`config.mk`:
```
export PLATFORM = sky130hd
export DESIGN_NAME = uart_tx_queue
export DESIGN_NICKNAME = d
export VERILOG_FILES = /design/src/rtl/uart_pkg.sv /design/src/rtl/byte_fifo.sv /design/src/rtl/uart_tx_queue.sv
export SDC_FILE = /design/constraint.sdc
export NUM_CORES = 1
export LEC_CHECK = 0
export CORE_MARGIN = 2
export CORE_UTILIZATION = 35
export CTS_CLUSTER_DIAMETER = 30
export DETAILED_ROUTE_END_ITERATION = 7
export GPL_TIMING_DRIVEN = 0
export PLACE_DENSITY_LB_ADDON = 0.1
export SYNTH_ARGS = -nofsm -noshare
export SYNTH_HDL_FRONTEND = slang
export SYNTH_SLANG_ARGS = --single-unit
```
`constraint.sdc`:
```
create_clock -name CLK -period 3.2 [get_ports CLK]
set_input_delay 0.8 -clock CLK [delete_from_list [all_inputs] [get_ports CLK]]
set_output_delay 0.8 -clock CLK [all_outputs]
set_load 0.02 [all_outputs]
```
`src/rtl/uart_pkg.sv`:
```
// uart_pkg: shared widths, queue depth default and sequencer states for the UART queues
package uart_pkg;
  localparam int BYTE_W = 8;
  localparam int DEPTH_LOG2_DEF = 4;
  typedef enum logic [1:0] {S_WAIT_IDLE, S_WAIT_BUSY, S_WAIT_DONE} tx_state_t;
endpackage

```
`src/rtl/byte_fifo.sv`:
```
// byte_fifo: synchronous circular byte buffer with up/down occupancy counter
module byte_fifo
  import uart_pkg::*;
#(
  parameter int DEPTH_LOG2 = DEPTH_LOG2_DEF
) (
  input  logic                  CLK,
  input  logic                  RST,
  input  logic                  wr_en,
  input  logic [BYTE_W-1:0]     wr_data,
  input  logic                  pop,
  output logic [BYTE_W-1:0]     head,
  output logic [DEPTH_LOG2:0]   count,
  output logic                  full,
  output logic                  empty
);
  logic [BYTE_W-1:0] mem [2**DEPTH_LOG2];
  logic [DEPTH_LOG2-1:0] wr_ptr, rd_ptr;
  logic wr_ok, pop_ok;
  // count never exceeds the depth, so its MSB alone marks full
  assign full   = count[DEPTH_LOG2];
  assign empty  = count == '0;
  assign wr_ok  = wr_en && !full;
  assign pop_ok = pop && !empty;
  assign head   = mem[rd_ptr];
  always_ff @(posedge CLK) begin
    if (RST) begin
      wr_ptr <= '0;
      rd_ptr <= '0;
      count  <= '0;
    end else begin
      wr_ptr <= wr_ok ? wr_ptr + DEPTH_LOG2'(1) : wr_ptr;
      rd_ptr <= pop_ok ? rd_ptr + DEPTH_LOG2'(1) : rd_ptr;
      count  <= count + {{DEPTH_LOG2{1'b0}}, wr_ok} - {{DEPTH_LOG2{1'b0}}, pop_ok};
    end
  end
  always_ff @(posedge CLK) if (wr_ok) mem[wr_ptr] <= wr_data;
endmodule

```
`src/rtl/uart_tx_queue.sv`:
```
// uart_tx_queue: byte FIFO feeding uart_send one byte per full IDLE high-low-high cycle
module uart_tx_queue
  import uart_pkg::*;
#(
  parameter int DEPTH_LOG2 = DEPTH_LOG2_DEF
) (
  input  logic                  CLK,
  input  logic                  RST,
  input  logic [BYTE_W-1:0]     WR_DATA,
  input  logic                  WR_EN,
  output logic                  FULL,
  output logic                  EMPTY,
  output logic [DEPTH_LOG2:0]   COUNT,
  output logic                  OVERFLOW,
  output logic [BYTE_W-1:0]     TX_DATA,
  output logic                  TX_DATA_READY,
  input  logic                  TX_IDLE
);
  tx_state_t state, state_d;
  logic pop;
  logic [BYTE_W-1:0] head;
  byte_fifo #(.DEPTH_LOG2(DEPTH_LOG2)) u_fifo (
    .CLK, .RST, .wr_en(WR_EN), .wr_data(WR_DATA), .pop, .head,
    .count(COUNT), .full(FULL), .empty(EMPTY)
  );
  always_comb begin
    pop     = state == S_WAIT_IDLE && !EMPTY && TX_IDLE;
    state_d = pop ? S_WAIT_BUSY
            : (state == S_WAIT_BUSY && !TX_IDLE) ? S_WAIT_DONE
            : (state == S_WAIT_DONE && TX_IDLE) ? S_WAIT_IDLE
            : state;
  end
  always_ff @(posedge CLK) begin
    if (RST) begin
      state         <= S_WAIT_IDLE;
      TX_DATA       <= '0;
      TX_DATA_READY <= 1'b0;
      OVERFLOW      <= 1'b0;
    end else begin
      state         <= state_d;
      TX_DATA       <= pop ? head : TX_DATA;
      TX_DATA_READY <= pop;
      OVERFLOW      <= OVERFLOW || (WR_EN && FULL);
    end
  end
endmodule
```
### Yosys cells after proc, flatten, opt, wreduce, memory -nomap -nowiden

Memories as Yosys holds them, arrays and structs flattened. A register that Yosys moved wholly into a read port is not among the register bits.
Index checks and enable logic that the tools add are counted.

* flip-flop bits (word level): 17
* input bits: 12
* memories: 1
* output and inout port bits: 17
* bits in writable memories: 128
* word-level logic and storage cells: 35

* $add $sub $neg: 4
* reductions and logical operators: 16
* equal/unequal tests: 2
* muxes and demuxes: 5

Memories
* u_fifo.mem: depth 16, width 8, rd ports 1, clocked after memory_dff 1, write ports 1, RTL line byte_fifo.sv:17 `logic [BYTE_W-1:0] mem [2**DEPTH_LOG2];`

Operator list (count)
* 4-bit by 1-bit adder with 4-bit output (second input constant): 2
* 1-bit logical AND: 7
* 5-bit by 1-bit adder with 5-bit output: 1
* 5-bit logical NOT: 1
* 5-bit by 1-bit subtractor with 5-bit output: 1
* 2-bit 2-to-1 mux: 2
* 1-bit logical NOT: 3
* 1-bit 2-to-1 mux: 3
* 3-bit nonzero test: 1
* 2-bit by 1-bit equality test with 1-bit output (second input constant): 1
* 2-bit equality test (second input constant): 1
* 2-bit logical NOT: 1
* 2-bit nonzero test: 1
* 2-bit OR reduction: 1
* 1-bit logical OR: 1

### Depth between registers and ports, before layout

Gate-level depths: netlist (run 1).

* depth after elaboration: 6
* depth in mapped cells: 14
* gate-level depth less buffers: 14

### Hierarchy

From an unflattened synthesis (run 1), not the netlist that was laid out.

* cells, all modules: 353
* area, all modules: 6223.5 µm²

By module, submodules not included
* byte_fifo: instances 1, sequential area each 4184.0 µm², cells an instance 302, area each 5784.3 µm²
* uart_tx_queue: instances 1, sequential area each 240.2 µm², cells an instance 51, area each 439.2 µm²

### Worst setup path before layout (run 1)

Ideal clock, no wire load.

* path type: register to register
* start point: reg u_fifo.count[3]
* end point: reg u_fifo.count[4]
* required time: 3.071 ns
* buffers on the path: 0
* slack: 0.551 ns
* cell stages (with the launch flop): 15
* arrival: 2.520 ns
* cell sequence: dfxtp_1 inv_1 ha_1 or4b_4 nand2_1 inv_1 ha_1 inv_1 ha_1 inv_1 fa_1 nor2b_1 o21bai_1 a21oi_1 nor3b_1

* longest elaborated chain between the ends: 6
* elaborated cells between the ends (all ways): 7
* those cells by class: add/sub (2); reduce/logical (5)

RTL lines
* from (decl): RTL line byte_fifo.sv:13 `output logic [DEPTH_LOG2:0] count,`
* from (signal assigned): RTL line byte_fifo.sv:34 `count <= count + {{DEPTH_LOG2{1'b0}}, wr_ok} - {{DEPTH_LOG2{1'b0}}, pop_ok};`
* 5-bit logical NOT (*): RTL line byte_fifo.sv:22 `assign empty = count == '0;`
* 1-bit logical NOT (*): RTL line byte_fifo.sv:24, uart_tx_queue.sv:27
* 1-bit logical AND (2 in series): RTL line uart_tx_queue.sv:27 `pop = state == S_WAIT_IDLE && !EMPTY && TX_IDLE;`
* 1-bit logical AND (*): RTL line byte_fifo.sv:24 `assign pop_ok = pop && !empty;`
* via u_fifo.pop_ok: RTL line byte_fifo.sv:19 `logic wr_ok, pop_ok;`
* 5-bit by 1-bit subtractor with 5-bit output (*): RTL line byte_fifo.sv:34

The timed path passes the listed nets; every way through them passes the cells marked *.
A chain may end at the register's enable or synchronous reset.

### Worst setup path in the final report (run 1)

* start point: in TX_IDLE
* end point: reg u_fifo.count[4]

* longest elaborated chain between the ends: 3

RTL lines
* from (decl): RTL line uart_tx_queue.sv:17 `input logic TX_IDLE`
* 1-bit logical AND: RTL line uart_tx_queue.sv:27
* 1-bit logical AND: RTL line byte_fifo.sv:24
* via u_fifo.pop_ok: RTL line byte_fifo.sv:19
* 5-bit by 1-bit subtractor with 5-bit output: RTL line byte_fifo.sv:34

The timed path passes the listed nets, and every way through them passes these cells.

==> flow_metrics.env, run 1 <==
export IMPL_startpoint="TX_IDLE"
export IMPL_fin_nets=406
export IMPL_dp_slack_ns=-0.300
export IMPL_dp_hpwl_um=8300
export IMPL_crit_path_end="u_fifo.count[4]"
export IMPL_design_area_mm2=0.00730
export IMPL_dieArea_mm2=0.0185
export IMPL_fp_coreArea_mm2=0.0171
export IMPL_fin_crit_ns=2.98
export IMPL_avgSynthCellArea_um2=18.1
export IMPL_ir_drop_uv=396
export IMPL_yosysUniqueCellTypes=31
export IMPL_place_gp_congestion=0.759
export IMPL_holdBufCountCts=0
export IMPL_slew_violations=0
export IMPL_fill_cells=1535
export IMPL_crit_fanout=4
export IMPL_ys_seq_area_share_pct=71.4
export IMPL_hold_violations=0
export IMPL_tightestPinTransition_ns=0.960
export IMPL_syn_instance_count=336
export IMPL_synth_seq_cells=153
export IMPL_cts_inserted_buffers=17
export IMPL_hold_start="OVERFLOW"
export IMPL_slew_headroom_pct=35.8
export IMPL_cts_root_buf="clkbuf_16"
export IMPL_r2r_end="u_fifo.count[4]"
export IMPL_critPathKind="in -> reg"
export IMPL_grt_util_all_layers_pct=15.1
export IMPL_rsz0062_at_grt="false"
export IMPL_grt_overflow_total=0
export IMPL_initial_core_util_pct=35.5
export IMPL_firstDrtPassIters=4
export IMPL_rr_startpoint="u_fifo.count[3]"
export IMPL_antenna_found_initial=0
export IMPL_route_detailed_drc=0
export IMPL_setup_violations_final=0
export IMPL_fmax_ghz=0.336
export IMPL_grt_pass1_vias=3171
export IMPL_vias_per_cell=4.82
export IMPL_worst_r2r_setup_slack_ns=0.35
export IMPL_antenna_cells=0
export IMPL_tritoncts="yes"
export IMPL_powerDensity_mw_per_mm2=767
export IMPL_fin_tns_setup_ns=0
export IMPL_ant_nets=0
export IMPL_syn_to_final_growth_pct=20.0
export IMPL_syn_cell_area_mm2=0.00608
export IMPL_cp_start_kind="input pin"
export IMPL_vias=2991
export IMPL_post_route_period_util_pct=93.1
export IMPL_row_count=48
export IMPL_clk_pin_slew_ns=0.06
export IMPL_cts_htree_levels=4
export IMPL_io_buffers=27
export IMPL_worst_slack_ns=0.222
export IMPL_yosys_warnings=0
export IMPL_grt_pass1_wl_um=19300
export IMPL_rr_worst_depth=14
export IMPL_post_dp_cell_area_mm2=0.00666
export IMPL_grt_start_max_net_pins=17
export IMPL_finalClockSkew_ns=0.0158
export IMPL_drt_wl_total_um=12600
export IMPL_clock_path_buffers=2
export IMPL_worstHoldPathType="reg -> reg"
export IMPL_worst_ep_arrival_time_ns=3.27
export IMPL_wire_per_inst_um=20.4
export IMPL_io_pins=29
export IMPL_layout_drive_gt1_share_pct=21.3
export IMPL_syn_num_nets=360
export IMPL_status="completed"
export IMPL_drv_cap=0
export IMPL_detail_route_iter0_violations=161
export IMPL_worstSkewPairLatency_ns=0.43
export IMPL_cp_end_kind="flip-flop"
export IMPL_cts_sinks=153
export IMPL_die_height_um=136
export IMPL_cp_required_ns=3.49
export IMPL_p_leak_uw=0.00238
export IMPL_fp_dieW_um=136
how the worst min path moves through the flow:
stage | depth (start not counted) | to | slack, ns
3_3_place_gp | 2 | OVERFLOW | 0.45
6_report | 2 | OVERFLOW | 0.49
3_5_place_dp | 2 | OVERFLOW | 0.48
2_1_floorplan | 2 | state[0] | 0.49
4_1_cts | 2 | OVERFLOW | 0.50
5_1_grt | 2 | OVERFLOW | 0.51
worst max-delay path, cell delays in order:
cell and delay (ns):
clkdlybuf4s50_1 0.53, nor3b_4 0.27, nand2_1 0.14, inv_2 0.12, ha_1 0.25, inv_1 0.06, ha_1 0.16, inv_1 0.06
fa_1 0.39, nor2b_1 0.17, o21bai_1 0.11, a21oi_1 0.16, nor3b_1 0.06
area by class of cell:
| class | instances | area, um^2 | area share (%) |
|---|---|---|---|
| multi-input combinational | 152 | 1600 | 22.0 |
| clock inverter | 15 | 210 | 2.88 |
| buffer | 19 | 116 | 1.59 |
| inverter | 12 | 45.0 | 0.617 |
| sequential | 153 | 4340 | 59.5 |
| timing repair buffer | 27 | 270 | 3.70 |
| clock buffer | 17 | 425 | 5.83 |
| tap | 225 | 282 | 3.86 |
Yosys cell counts:
cell      number  area, um^2
a21o_1         1        7.51
a21oi_1        6        30.0
and3_1         1        6.26
buf_2          6        30.0
buf_4          2        15.0
buf_6          4        45.0
clkbuf_1       7        26.3
dfxtp_1       25         500
edfxtp_1     128        3840
fa_1           1        20.0
ha_1          11         138
inv_1         12        45.0
mux2i_1       16         160
mux4_2        32         721
nand2_1        8        30.0
nand2b_1       3        18.8
nand3_1        3        15.0
nand3b_1       8        60.1
nand3b_2       1        11.3
nand4_1        1        6.26
nor2_1        28         105
nor2b_1        5        31.3
nor3_1         6        30.0
nor3b_1        1        7.51
nor3b_2        1        12.5
o21bai_1       1        7.51
o221ai_1       8        70.1
or3_1          1        6.26
or4b_4         1        13.8
xnor2_1        3        26.3
xor2_1         5        43.8
where the power goes:
part,internal [uW],switching (uW)
clock,1320,828
combinational,516,568
sequential,2280,79.6
routing by layer:
layer  vias up  wire [um]  GRT usage [%]
met2        69       6380           24.6
met4         0        255           6.54
li1       1392          -              -
met5         -          0              0
met1      1515       5450           19.3
met3        15        548           3.58
registers in the layout, indices dropped and copies added (netlist names):
name / flops
u_fifo.mem: 128
state: 2
TX_DATA: 8
u_fifo.count: 5
OVERFLOW: 1
u_fifo.rd_ptr: 4
TX_DATA_READY: 1
u_fifo.wr_ptr: 4
placed cells by master (no fill, tap or decap), types with 4 or more instances in the layout:
cell type	Yosys	layout
edfxtp_1	128	128
mux4_2	32	32
nor2_1	28	28
clkdlybuf4s50_1	0	27
dfxtp_1	25	25
clkbuf_16	0	17
mux2i_1	16	16
inv_1	12	11
ha_1	11	11
nand2_1	8	8
nand3b_1	8	8
o221ai_1	8	8
clkbuf_1	7	7
buf_2	6	6
a21oi_1	6	6
inv_6	0	6
nor2b_1	5	5
xor2_1	5	5
nor3_2	0	4
buf_6	4	4
bufinv_16	0	4
through the flow:
stage | power, uW | instances | utilization [%] | hold slack, ns
after floorplan | 3120 | 336 | - | 0.492
after global placement | 3490 | 588 | 38.8 | 0.448
after detailed placement | 3510 | 588 | 38.9 | 0.482
after CTS | 5670 | 620 | 42.6 | 0.498
after global routing | 5860 | 620 | 42.6 | 0.514
final | 5600 | 620 | 42.6 | 0.488
logic make-up (layout without fill, tap and decap cells):
family                     Yosys count  count (layout)  share of synthesized area [%]
DFF                                153             153                           71.4
and+or+nand+nor                     68              68                           5.82
muxes                               48              48                           14.5
buffers and inverters               31              90                           2.65
AOI/OAI and AO/OA                   16              16                           1.89
adders and majority gates           12              12                           2.59
xor gates and xnor gates             8               8                           1.15
timing repair:
item / in CTS / in global routing
setup buffers: 0 / 0
setup endpoints to repair: 0 / 1
gates resized for setup: 0 / 2
Note: power is estimated with default switching activity, not from simulation.
==> run 2: changes to the inputs <==
Settings changed: ABC_CLOCK_PERIOD_IN_PS set to 3200, CORE_UTILIZATION 35 to 54.
==> run 2 against run 1 <==
  * First-iteration DRC count grew 45%
  * Critical path depth is the same
  * Clock power shrank 2%
  * Setup slack lost 0.014 ns
  * Combinational power is essentially flat
  * Highest routed layer unchanged
  * Core utilization grew 23 points
  * Largest power group unchanged
  * Cell count shrank 14%
  * Die area shrank 34%
  * Critical path type unchanged
  * Via count grew 1.1%
  * Count of clock-buffer cells in the layout grew 6
==> flow_metrics.env, run 2 (synthesis gave the netlist of run 1 again) <==
export IMPL_ff_latch_area_mm2=0.00434
export IMPL_top_register="u_fifo.mem"
export IMPL_dieArea_mm2=0.0121
export IMPL_swShare_pct=25.0
export IMPL_row_count=38
export IMPL_grt_util_all_layers_pct=21.6
export IMPL_critPathKind="in -> reg"
export IMPL_hold_depth=2
export IMPL_seq_power_share_pct=42.7
export IMPL_cp_required_ns=3.49
export IMPL_powerDensity_mw_per_mm2=772
export IMPL_finalClockSkew_ns=0.00773
export IMPL_grt_pass1_wl_um=17900
export IMPL_largest_reg_flops=128
export IMPL_cts_setup_buffers=0
export IMPL_crit_fanout=4
export IMPL_worstSkewPairLatency_ns=0.42
export IMPL_p_clk_share_pct=38.1
export IMPL_place_gp_congestion=0.804
export IMPL_slew_headroom_pct=38.5
export IMPL_ant_nets=0
export IMPL_clock_path_buffers=2
export IMPL_firstDrtPassIters=4
export IMPL_multiInputGateArea_mm2=0.00159
export IMPL_cp_start_kind="input pin"
export IMPL_worst_r2r_setup_slack_ns=0.38
export IMPL_rr_worst_depth=14
export IMPL_ir_drop_uv=419
export IMPL_drv_cap=0
export IMPL_fp_dieW_um=110
export IMPL_cts_htree_levels=4
export IMPL_vias=3025
export IMPL_largestRegisters="u_fifo.mem x128, TX_DATA x8, u_fifo.count x5"
export IMPL_dp_hpwl_um=7550
export IMPL_worst_slack_ns=0.207
export IMPL_fmax_ghz=0.334
export IMPL_hold_end="OVERFLOW"
export IMPL_fin_nets=407
export IMPL_rsz0062_at_grt="false"
export IMPL_antenna_found_initial=0
export IMPL_cp_end_kind="flip-flop"
export IMPL_p_switching_uw=1380
export IMPL_fp_coreArea_mm2=0.0109
export IMPL_cts_sinks=153
export IMPL_layout_drive_gt1_share_pct=19.9
export IMPL_stdcell_count=536
export IMPL_drt_wl_total_um=11600
export IMPL_cts_inserted_buffers=17
export IMPL_cts_root_buf="clkbuf_16"
export IMPL_placedCellCount=504
export IMPL_worst_ep_arrival_time_ns=3.28
export IMPL_initial_core_util_pct=55.6
export IMPL_r2r_end="u_fifo.count[4]"
export IMPL_grt_overflow_total=0
export IMPL_vias_per_cell=5.64
export IMPL_internal_power_uw=4160
export IMPL_status="completed"
export IMPL_route_detailed_drc=0
export IMPL_io_buffers=27
export IMPL_die_height_um=110
export IMPL_post_route_period_util_pct=93.5
export IMPL_wire_per_inst_um=21.7
export IMPL_clk_pin_slew_ns=0.06
export IMPL_syn_to_final_growth_pct=18.0
export IMPL_fin_crit_ns=2.99
export IMPL_detail_route_iter0_violations=234
export IMPL_grt_pass1_vias=3158
export IMPL_tritoncts="yes"
export IMPL_p_leak_uw=0.00238
export IMPL_hold_violations=0
export IMPL_setup_violations_final=0
export IMPL_dp_slack_ns=-0.264
export IMPL_layout_commonest_cell="edfxtp_1"
export IMPL_io_pins=29
export IMPL_grt_start_max_net_pins=17
export IMPL_fin_total_pwr_uw=5540
export IMPL_power_share_combinational_pct=19.3
export IMPL_tightestPinTransition_ns=0.920
export IMPL_hold_start="OVERFLOW"
export IMPL_rr_startpoint="u_fifo.count[2]"
export IMPL_antenna_cells=0
export IMPL_worstHoldPathType="reg -> reg"
export IMPL_cts_resized=0
export IMPL_slew_violations=0
export IMPL_holdBufCountCts=0
export IMPL_final_cell_mix="edfxtp_1 (128), mux4_2 (32), nor2_1 (28), clkdlybuf4s50_1 (27), dfxtp_1 (25)"
export IMPL_fill_cells=767
-- run 2: changes by cell type in the layout (fill, tap and decap cells not counted), sizes merged --
cell,change
clkinv,+1
buf,+1
inv,-7
clkbuf,+6
-- run 2: layout make-up --
class | count | area share [%]
repair buffers | 28 | 3.87
clock buffers | 23 | 6.66
flip-flops and latches | 153 | 60.5
inverters | 12 | 0.628
well taps | 140 | 2.44
multi-input cells | 152 | 22.2
clock inverters | 9 | 2.04
plain buffers | 19 | 1.62
-- run 2: power by group through the flow --
stage	clock network [uW]	registers [uW]	logic, uW
finish	2110	2360	1070
global route	2210	2380	1180
CTS	2120	2370	1090
detailed placement	0	2410	1080
global placement	0	2400	1050
floorplan	0	2450	662
-- run 2: worst max-delay path, cell delays in order --
cell and delay (ns):
clkdlybuf4s50_1 0.51, nor3b_2 0.29, nand2_1 0.13, inv_1 0.17
ha_1 0.26, inv_1 0.05, ha_1 0.16, inv_1 0.06
fa_1 0.38, nor2b_1 0.17, o21bai_1 0.10, a21oi_1 0.15
nor3b_1 0.06
-- run 2: metal layers --
| layer | wire length (um) | global-route usage [%] | vias up | share of wire (%) |
|---|---|---|---|---|
| li1 | - | - | 1398 | - |
| met2 | 5790 | 34.0 | 78 | 50 |
| met4 | 230 | 9.38 | 0 | 2.0 |
| met5 | 0 | 0 | - | 0 |
| met3 | 505 | 5.64 | 18 | 4.3 |
| met1 | 5110 | 28.8 | 1531 | 44 |
-- run 2: metrics by stage --
| stage | util, % | area (um^2) | setup TNS (ns) | hold slack, ns |
|---|---|---|---|---|
| floorplan | - | 6080 | 0 | 0.492 |
| global placement | 59.7 | 6530 | -9.07 | 0.454 |
| detailed placement | 59.9 | 6550 | -2.34 | 0.471 |
| CTS | 65.6 | 7170 | 0 | 0.486 |
| global route | 65.6 | 7180 | 0 | 0.542 |
| finish | 65.6 | 7180 | 0 | 0.479 |
-- run 2: worst max path at each step --
| stage | cells past startpoint | start | slack, ns | to |
|---|---|---|---|---|
| 5_1_grt | 13 | TX_IDLE | 0.002 | u_fifo.count[4] |
| 4_1_cts | 5 | WR_EN | 0.14 | u_fifo.mem[1][6] |
| 6_report | 13 | TX_IDLE | 0.21 | u_fifo.count[4] |
| 3_5_place_dp | 13 | TX_IDLE | -0.26 | u_fifo.count[4] |
| 2_1_floorplan | 14 | u_fifo.count[3] | 0.55 | u_fifo.count[4] |
| 3_3_place_gp | 5 | WR_EN | -0.30 | u_fifo.mem[2][4] |
==> run 3: changes to the inputs <==
Settings changed: CORE_ASPECT_RATIO set to 0.9.
==> run 3 against run 2 <==
  * Count of clock-buffer cells in the layout is 5 lower
  * Sequential share of layout area hardly changed
  * Register-to-register slack better by 0.03 ns
  * Cell count is 2.2% higher
  * Setup slack better by 0.049 ns
  * Combinational power hardly changed
  * Die area hardly changed
  * Maximum frequency is 1.7% higher
  * Highest routed layer unchanged
==> flow_metrics.env, run 3 (synthesis gave the netlist of run 1 again) <==
export IMPL_status="completed"
export IMPL_crit_buf_inv=4
export IMPL_fin_crit_ns=2.94
export IMPL_wire_per_inst_um=21.3
export IMPL_place_gp_congestion=0.784
export IMPL_initial_core_util_pct=55.8
export IMPL_stdcell_count=548
export IMPL_worstHoldPathType="reg -> reg"
export IMPL_met1_usage_pct=31.4
export IMPL_ant_nets=0
export IMPL_dp_slack_ns=-0.289
export IMPL_power_share_combinational_pct=19.9
export IMPL_final_cell_mix="edfxtp_1 (128), mux4_2 (32), nor2_1 (28), clkdlybuf4s50_1 (27), dfxtp_1 (25)"
export IMPL_crit_family="buffers and inverters"
export IMPL_grt_util_all_layers_pct=21.3
export IMPL_firstDrtPassIters=5
export IMPL_cts_htree_levels=4
export IMPL_internal_power_uw=4090
export IMPL_grt_start_max_net_pins=17
export IMPL_fp_coreArea_mm2=0.0109
export IMPL_detail_route_iter0_violations=353
export IMPL_multiInputGateArea_mm2=0.00159
export IMPL_cp_required_ns=3.49
export IMPL_fp_dieW_um=116
export IMPL_grt_pass1_vias=3086
export IMPL_final_util_pct=65.8
export IMPL_die_height_um=105
export IMPL_p_switching_uw=1400
export IMPL_slew_headroom_pct=19.4
export IMPL_post_route_period_util_pct=92.0
export IMPL_drt_wl_total_um=11700
export IMPL_ir_drop_uv=455
export IMPL_hold_start="OVERFLOW"
export IMPL_io_buffers=27
export IMPL_cpMaxStageDelayCell="clkdlybuf4s50_1"
export IMPL_row_count=36
export IMPL_worstSkewPairLatency_ns=0.42
export IMPL_syn_to_final_growth_pct=17.9
export IMPL_slowest_delay_ns=0.52
export IMPL_swShare_pct=25.5
export IMPL_route_detailed_drc=0
export IMPL_worst_slack_ns=0.256
export IMPL_fill_cells=779
export IMPL_io_pins=29
export IMPL_worst_ep_arrival_time_ns=3.24
export IMPL_dp_hpwl_um=7710
export IMPL_grt_overflow_total=0
export IMPL_finalClockSkew_ns=0.0115
export IMPL_grtUsageMet2_pct=30.4
export IMPL_ff_latch_area_mm2=0.00434
export IMPL_final_hold_worst_slack_ns=0.476
export IMPL_cts_setup_buffers=0
export IMPL_seq_power_share_pct=42.9
export IMPL_largestRegisters="u_fifo.mem x128, TX_DATA x8, u_fifo.count x5"
export IMPL_tritoncts="yes"
export IMPL_clk_pin_slew_ns=0.06
export IMPL_antenna_found_initial=0
export IMPL_holdBufCountCts=0
export IMPL_drv_cap=0
export IMPL_hold_violations=0
export IMPL_fin_tns_setup_ns=0
export IMPL_largest_reg_flops=128
export IMPL_worstPathCellList="clkdlybuf4s50_1, nor3b_4, nand2_1, inv_1, ha_1, inv_1, ha_1, inv_1, fa_1, nor2b_1, o21bai_1, a21oi_1, nor3b_1"
export IMPL_slew_violations=0
export IMPL_crit_fanout=4
export IMPL_cp_start_kind="input pin"
export IMPL_critPathKind="in -> reg"
export IMPL_vias=3082
export IMPL_setup_violations_final=0
export IMPL_layout_drive_gt1_share_pct=19.7
export IMPL_grtUsageMet3_pct=5.80
export IMPL_cts_inserted_buffers=17
export IMPL_cts_root_buf="clkbuf_16"
export IMPL_tightestPinTransition_ns=1.20
export IMPL_p_clk_share_pct=37.2
export IMPL_path_common_cell="inv_1"
export IMPL_layout_commonest_cell="edfxtp_1"
export IMPL_grt_pass1_wl_um=18100
export IMPL_powerDensity_mw_per_mm2=766
export IMPL_fmax_ghz=0.340
export IMPL_fin_nets=407
export IMPL_antenna_cells=0
export IMPL_clock_path_buffers=2
export IMPL_top_usage_layer="met1"
export IMPL_top_register="u_fifo.mem"
export IMPL_rr_startpoint="u_fifo.count[3]"
export IMPL_placedCellCount=515
export IMPL_vias_per_cell=5.62
export IMPL_cts_sinks=153
export IMPL_cp_end_kind="flip-flop"
export IMPL_rsz0062_at_grt="false"
export IMPL_startpoint="TX_IDLE"
export IMPL_dieArea_mm2=0.0121
export IMPL_p_leak_uw=0.00235
## run 3: cell types whose count changed in the layout (fill, tap and decap cells not counted), moves of 2 or more
cell	previous run	this run
clkbuf_8	3	0
clkinv_1	1	3
clkinvlp_4	1	4
clkbuf_1	10	8
## run 3: layout make-up
cell class / instances / area share, %
Inverter: 12 / 0.628
Sequential cell: 153 / 60.6
Timing Repair Buffer: 28 / 3.84
Tap cell: 152 / 2.65
Multi-Input combinational cell: 152 / 22.2
Buffer: 19 / 1.62
Clock inverter: 14 / 2.51
Clock buffer: 18 / 5.98
## run 3: timing repair
action	in CTS	in global routing
endpoints found under the setup margin	0	1
hold endpoints to repair	0	0
gates resized for setup	0	1
## run 3: power groups by stage
stage	Sequential [uW]	Clock (uW)	Combinational (uW)
global placement	2390	0	1080
detailed placement	2400	0	1090
CTS	2360	2080	1100
finish	2360	2040	1090
global route	2370	2160	1200
floorplan	2450	0	662
## run 3: worst paths after layout
kind | to | slack (ns) | cells past startpoint
max | u_fifo.count[4] | 0.26 | 13
max reg2reg | u_fifo.count[4] | 0.41 | 14
min | OVERFLOW | 0.48 | 2
min reg2reg | OVERFLOW | 0.48 | 2
## run 3: tightest hold or removal path, delay by kind of cell, from the launching register on
| family | cells | cell delay [ns] |
|---|---|---|
| flops | 1 | 0.32 |
| simple gates | 1 | 0.07 |
| compound gates | 1 | 0.04 |
## run 3: stage by stage
stage                     area [um^2]  total power, uW
after floorplan                  6080             3120
after global placement           6540             3470
after detailed placement         6540             3490
after CTS                        7150             5540
after global routing             7170             5730
final                            7170             5490
## run 3: layer usage
layer	share of wire (%)	vias to the layer above
li1	-	1399
met5	0	-
met4	1.5	0
met1	47	1587
met2	47	84
met3	4.7	12
